$ cat src/rtl/cpu_seq_pkg.sv
// Shared types and constants for the LDM/STM block-transfer sequencer.
package cpu_seq_pkg;

  localparam int ADDR_W   = 8;
  localparam int NREGS    = 16;
  localparam int RF_AW    = $clog2(NREGS);
  localparam int CNT_W    = $clog2(NREGS + 1);
  // The base register is fixed by the ISA encoding this core uses.
  localparam int BASE_REG = 1;

  typedef enum logic [1:0] {IDLE, XFER, WB, DONE} seq_state_t;

  // Addressing mode encoded as {up, pre}.
  typedef enum logic [1:0] {
    MODE_DA = 2'b00,
    MODE_DB = 2'b01,
    MODE_IA = 2'b10,
    MODE_IB = 2'b11
  } addr_mode_t;

  localparam logic [ADDR_W-1:0] ADDR_ONE = ADDR_W'(1);

  function automatic logic [ADDR_W-1:0] calc_start(input addr_mode_t mode,
                                                   input logic [ADDR_W-1:0] base,
                                                   input logic [CNT_W-1:0] n);
    logic [ADDR_W-1:0] n_ext;
    n_ext = ADDR_W'(n);
    case (mode)
      MODE_IA: calc_start = base;
      MODE_IB: calc_start = base + ADDR_ONE;
      MODE_DA: calc_start = base - n_ext + ADDR_ONE;
      default: calc_start = base - n_ext;
    endcase
  endfunction

endpackage

$ cat src/rtl/reg_list_scan.sv
// Combinational find-first-set and popcount over a register mask.
module reg_list_scan
  import cpu_seq_pkg::*;
(
  input  logic [NREGS-1:0] mask,
  output logic [RF_AW-1:0] first_idx,
  output logic             any_set,
  output logic [CNT_W-1:0] count
);

  // Descending walk so the lowest set bit is the last one written.
  always_comb begin
    first_idx = '0;
    any_set   = 1'b0;
    count     = '0;
    for (int i = NREGS - 1; i >= 0; i--) begin
      if (mask[i]) begin
        first_idx = RF_AW'(i);
        any_set   = 1'b1;
        count     = count + CNT_W'(1);
      end
    end
  end

endmodule

$ cat src/rtl/ldm_stm_sequencer.sv
// LDM/STM sequencer: walks a register list, one memory word per cycle, then optional base writeback.
// Optional feature macro: LDM_PC_BRANCH_EN adds branch_req for loads that include r15.
module ldm_stm_sequencer
  import cpu_seq_pkg::*;
(
  input  logic              clk,
  input  logic              rst,
  input  logic              start,
  input  logic              is_load,
  input  logic              up,
  input  logic              pre,
  input  logic              wb,
  input  logic [ADDR_W-1:0] base_addr,
  input  logic [NREGS-1:0]  reg_list,
  output logic              busy,
  output logic              done,
  output logic [ADDR_W-1:0] mem_addr,
  output logic [ADDR_W-1:0] mem_i,
  output logic              ldr_str_en,
  output logic              load_en,
  output logic              store_en,
  output logic [RF_AW-1:0]  rf_addr,
  output logic              rf_we,
  output logic              wb_we,
  output logic [ADDR_W-1:0] wb_data
`ifdef LDM_PC_BRANCH_EN
  ,
  output logic              branch_req
`endif
);

  seq_state_t        state_q, state_d;
  logic [NREGS-1:0]  mask_q;
  logic              is_load_q;
  logic              wb_eff_q;
  logic [ADDR_W-1:0] wb_val_q;
  logic [ADDR_W-1:0] addr_q;
  logic [ADDR_W-1:0] idx_q;
  logic [RF_AW-1:0]  rf_last_q;

  logic [RF_AW-1:0]  req_first;
  logic              req_any;
  logic [CNT_W-1:0]  req_count;
  logic [RF_AW-1:0]  cur_first;
  logic              cur_any;
  logic [CNT_W-1:0]  cur_count;
  logic              req_wb_eff;
  logic              in_xfer;

  reg_list_scan u_req_scan (
    .mask      (reg_list),
    .first_idx (req_first),
    .any_set   (req_any),
    .count     (req_count)
  );

  reg_list_scan u_cur_scan (
    .mask      (mask_q),
    .first_idx (cur_first),
    .any_set   (cur_any),
    .count     (cur_count)
  );

  // A load that overwrites the base register makes the loaded value win.
  assign req_wb_eff = wb && !(is_load && reg_list[BASE_REG]);

  always_comb begin
    state_d = state_q;
    case (state_q)
      IDLE: begin
        if (start) begin
          if (req_any)         state_d = XFER;
          else if (req_wb_eff) state_d = WB;
          else                 state_d = DONE;
        end
      end
      XFER: begin
        if (cur_count <= CNT_W'(1)) state_d = wb_eff_q ? WB : DONE;
      end
      WB:      state_d = DONE;
      DONE:    state_d = IDLE;
      default: state_d = IDLE;
    endcase
  end

  assign in_xfer    = (state_q == XFER);
  assign busy       = (state_q != IDLE);
  assign done       = (state_q == DONE);
  assign ldr_str_en = in_xfer;
  assign load_en    = in_xfer && is_load_q;
  assign store_en   = in_xfer && !is_load_q;
  assign rf_we      = in_xfer && is_load_q;
  assign rf_addr    = (in_xfer && cur_any) ? cur_first : rf_last_q;
  assign mem_addr   = addr_q;
  assign mem_i      = idx_q;
  assign wb_we      = (state_q == WB);
  assign wb_data    = wb_we ? wb_val_q : '0;

`ifdef LDM_PC_BRANCH_EN
  logic branch_q;
  assign branch_req = done && branch_q;
`endif

  // Address/index/register outputs only move while transferring, so they hold afterwards.
  always_ff @(posedge clk) begin
    if (rst) begin
      state_q   <= IDLE;
      mask_q    <= '0;
      is_load_q <= 1'b0;
      wb_eff_q  <= 1'b0;
      wb_val_q  <= '0;
      addr_q    <= '0;
      idx_q     <= '0;
      rf_last_q <= '0;
`ifdef LDM_PC_BRANCH_EN
      branch_q  <= 1'b0;
`endif
    end else begin
      state_q <= state_d;
      case (state_q)
        IDLE: begin
          if (start) begin
            mask_q    <= reg_list;
            is_load_q <= is_load;
            wb_eff_q  <= req_wb_eff;
            wb_val_q  <= up ? (base_addr + ADDR_W'(req_count))
                            : (base_addr - ADDR_W'(req_count));
`ifdef LDM_PC_BRANCH_EN
            branch_q  <= is_load && reg_list[NREGS-1];
`endif
            if (req_any) begin
              addr_q <= calc_start(addr_mode_t'({up, pre}), base_addr, req_count);
              idx_q  <= '0;
            end
          end
        end
        XFER: begin
          mask_q[cur_first] <= 1'b0;
          rf_last_q         <= cur_first;
          if (cur_count > CNT_W'(1)) idx_q <= idx_q + ADDR_ONE;
        end
        default: ;
      endcase
    end
  end

endmodule
$ cat config.mk
export PLATFORM = sky130hd
export DESIGN_NAME = ldm_stm_sequencer
export DESIGN_NICKNAME = d
export VERILOG_FILES = /design/src/rtl/cpu_seq_pkg.sv /design/src/rtl/reg_list_scan.sv /design/src/rtl/ldm_stm_sequencer.sv
export SDC_FILE = /design/constraint.sdc
export NUM_CORES = 1
export LEC_CHECK = 0
export CORE_ASPECT_RATIO = 1.4
export CORE_MARGIN = 4
export CORE_UTILIZATION = 35
export CTS_BUF_LIST = sky130_fd_sc_hd__clkbuf_4
export DETAILED_ROUTE_END_ITERATION = 6
export GPL_TIMING_DRIVEN = 0
export HOLD_SLACK_MARGIN = 0.12
export SLEW_MARGIN = 15
export SYNTH_ARGS = -nofsm -noshare
export SYNTH_HDL_FRONTEND = slang
export SYNTH_SLANG_ARGS = --single-unit
export TNS_END_PERCENT = 20
$ cat constraint.sdc
create_clock -name clk -period 10.5 [get_ports clk]
set_input_delay 1.575 -clock clk [delete_from_list [all_inputs] [get_ports clk]]
set_output_delay 1.575 -clock clk [all_outputs]
set_load 0.03 [all_outputs]
==> results of run 1 <==
[path summary, 6_finish.rpt]
check / start / end / cells past startpoint
setup / recovery: reg_list[14] / mem_addr[7] / 48
hold reg to reg: wb_val_q[1] / wb_val_q[1] / 2
hold / removal: wb_val_q[1] / wb_val_q[1] / 2
setup reg to reg: mask_q[14] / mem_i[2] / 51
[sequential cells by signal, indices dropped and copies added, names as in the netlist]
name	cells
wb_eff_q	1
rf_last_q	4
is_load_q	1
state_q	2
mem_i	8
mask_q	16
wb_val_q	8
mem_addr	8
[kinds of logic (layout without fill, tap and decap cells)]
| group | Yosys count | in the layout | share of synthesized area [%] |
|---|---|---|---|
| buffers and inverters | 96 | 177 | 6.30 |
| AOI/OAI and AO/OA | 221 | 221 | 21.1 |
| DFF | 48 | 48 | 14.9 |
| muxes | 36 | 36 | 5.83 |
| adders and majority gates | 54 | 54 | 10.7 |
| and+or+nand+nor | 321 | 321 | 23.3 |
| other | 0 | 1 | 0 |
| xor gates and xnor gates | 118 | 118 | 17.9 |
[cell usage after synthesis, types with 11 or more instances]
master	number	area share, %
nor2_1	84	4.9
ha_1	52	10
mux2i_1	26	4.0
nand4_1	11	1.1
dfxtp_1	48	15
inv_1	44	2.6
xnor2_1	62	8.4
a211oi_1	12	1.4
and2_1	14	1.4
o31ai_1	12	1.4
nand3_1	22	1.7
nor3_1	17	1.3
a21oi_1	84	6.5
o21ai_0	47	3.6
nand2_1	117	6.8
xor2_1	47	6.4
clkbuf_1	33	1.9
[per-stage QoR]
step | cells | total power, µW | TNS [ns] | setup WS, ns
final | 1216 | 3010 | 0 | 0.484
after global routing | 1216 | 3320 | -0.267 | -0.0969
after CTS | 1206 | 2820 | 0 | 0.00911
after detailed placement | 1192 | 2570 | -15.29 | -1.82
after global placement | 1192 | 2560 | -14.25 | -1.74
after floorplan | 894 | 2100 | 0 | 0.189
[worst min-delay path, delay by kind of cell, from the launching register on]
family | cells | cell delay (ns)
and+or+nand+nor | 1 | 0.05
AOI/OAI and AO/OA | 1 | 0.05
DFF | 1 | 0.34
[layer usage]
metal	up-vias	share of wire, %
li1	3294	-
met1	2968	42
met2	70	55
met3	19	1.7
met4	0	1.8
met5	-	0
[power by group]
part           internal, µW  switching (µW)
clock                  75.0            69.1
combinational          1130            1480
sequential              223            27.9
total                  1430            1580
[cell type report]
class	count	share of cell area [%]
Antenna cell	1	0.0318
Buffer	50	2.99
Clock buffer	5	0.477
Clock inverter	3	0.874
Inverter	44	2.10
Multi-Input combinational cell	750	68.6
Sequential cell	48	12.2
Tap cell	240	3.81
Timing Repair Buffer	75	8.87
[timing repair]
action / CTS / global route
setup endpoints to repair: 13 / 19
buffers inserted: 7 / 10
pin swaps: 9 / 26
gates cloned: 0 / 0
gates resized for setup: 16 / 54
==> run_results.csv, run 1 <==
group,metric,value,unit
sta,finalSetupViolations,0,
yosys,ys.warnings.count,0,
hold_path,hp-class,"reg2reg",
routing,post_drt_wl_per_cell,14.9,µm
placement,portBuffers,58,
yosys,synth_area,6450,µm²
outcome,status,"finished, final reports clean",
global_route,grt_usage,17.0,%
critical_path,worst_setup_path_end_kind,"register",
global_route,grt-ovfl-total,0,
floorplan,io_pins,66,
clocking,cts_tree,"built",
floorplan,die_width,123,µm
layout,multi_input_area,5400,µm²
floorplan,num_rows,58,
global_route,grt_pass1_wl,29200,µm
critical_path,path_max_fanout,5,
sta,grt_setup_unrepaired,"yes",
yosys,async_flop_share,0,%
yosys,synthesis.instances,894,
layout,final_nets,1059,
power_and_ir_drop,ir_drop,328,µV
layout,final_common_cell,"nand2_1",
layout,fin_area,7870,µm²
global_route,top_usage_layer,"met2",
power_and_ir_drop,leakage,0.00300,µW
clocking,cts_made_buffers,5,
flow_run,maxCapViolCount,0,
sta,slew_violations,0,
critical_path,cp_top_family,"adder cells",
sta,fin_crit,10.02,ns
routing,drcViolationCount,0,
global_route,grt_max_degree,17,
yosys,ys_ff_latch,48,
layout,drive_above_1_share,12.1,%
floorplan,initial_core_util,35.7,%
sta,fmax,99.8,MHz
yosys,yosysUniqueCellTypes,72,
layout,fillers,1885,
yosys,synth.net_count,979,
routing,ant_nets,0,
critical_path,required,10.78,ns
yosys,ys_seq_area_share,14.9,%
clocking,htreeDepth,2,
critical_path,crit_type,"in2reg",
critical_path,critPathBufInv,6,
clocking,cts-root-buf,"clkbuf_4",
routing,totalWireLength,18100,µm
clocking,cts_buffer_depth,2,
placement,dpl_cell_area,7340,µm²
routing,vias,6351,
sta,relSlewSlack,48.7,%
global_route,grtUsageMet1,20.1,%
clocking,cts.sinks,48,
placement,place.gp.congestion,0.862,
clocking,cts_hold_buffers,0,
layout,ff_latch_area,963,µm²
floorplan,die_h,169,µm
layout,syn2layout_area_growth,22.0,%
critical_path,r2r_setup_slack,0.50,ns
global_route,antenna_found_initial,1,
sta,hold_ws,0.460,ns
global_route,grt_pass1_vias,6030,
critical_path,critical-path-max-stage-delay,0.58,ns
critical_path,worstSetupStartpointType,"input pin",
routing,firstDrtPassIters,5,
global_route,grt_use_met2,32.8,%
sta,report.final.hold_viol_count,0,
routing,first_iter_violations,312,
layout,final_cell_mix,"nand2_1, a21oi_1, nor2_1",
yosys,synth_edf_count,0,
floorplan,core,18100,µm²
yosys,avgSynthCellArea,7.22,µm²
routing,vias_per_cell,5.22,
critical_path,critPathArrivalTime,10.30,ns
yosys,ys_dominant_reg_cell,"dfxtp_1",
layout,final_util,43.6,%
sta,period_share,95.4,%
critical_path,critPathSlowestCell,"or4b_4",
clocking,cts.clk_slew.worst_paths,0.16,ns
sta,skew,0.00655,ns
power_and_ir_drop,p_per_area,383,nW/µm²
floorplan,die_area,20700,µm²
critical_path,cpMostUsedCell,"ha_1",
clocking,clk_latency,0.39,ns
sta,max_slew.worst_pin.slew,0.763,ns
placement,dp_hpwl,14100,µm
global_route,grt_use_met3,1.04,%
(Power assumes the default switching activity.)
==> run 2: changes to the inputs <==
==> constraint.sdc (replaced) <==
create_clock -name clk -period 10.5 [get_ports clk]
set_input_delay 1.575 -clock clk [delete_from_list [all_inputs] [get_ports clk]]
set_output_delay 1.575 -clock clk [all_outputs]
set_load 0.02 [all_outputs]
==> results of run 2 <==
The final DEF is identical to that of run 1. Status: finished, final reports clean.
Among the figures that moved: total power 3010 µW -> 2990 µW
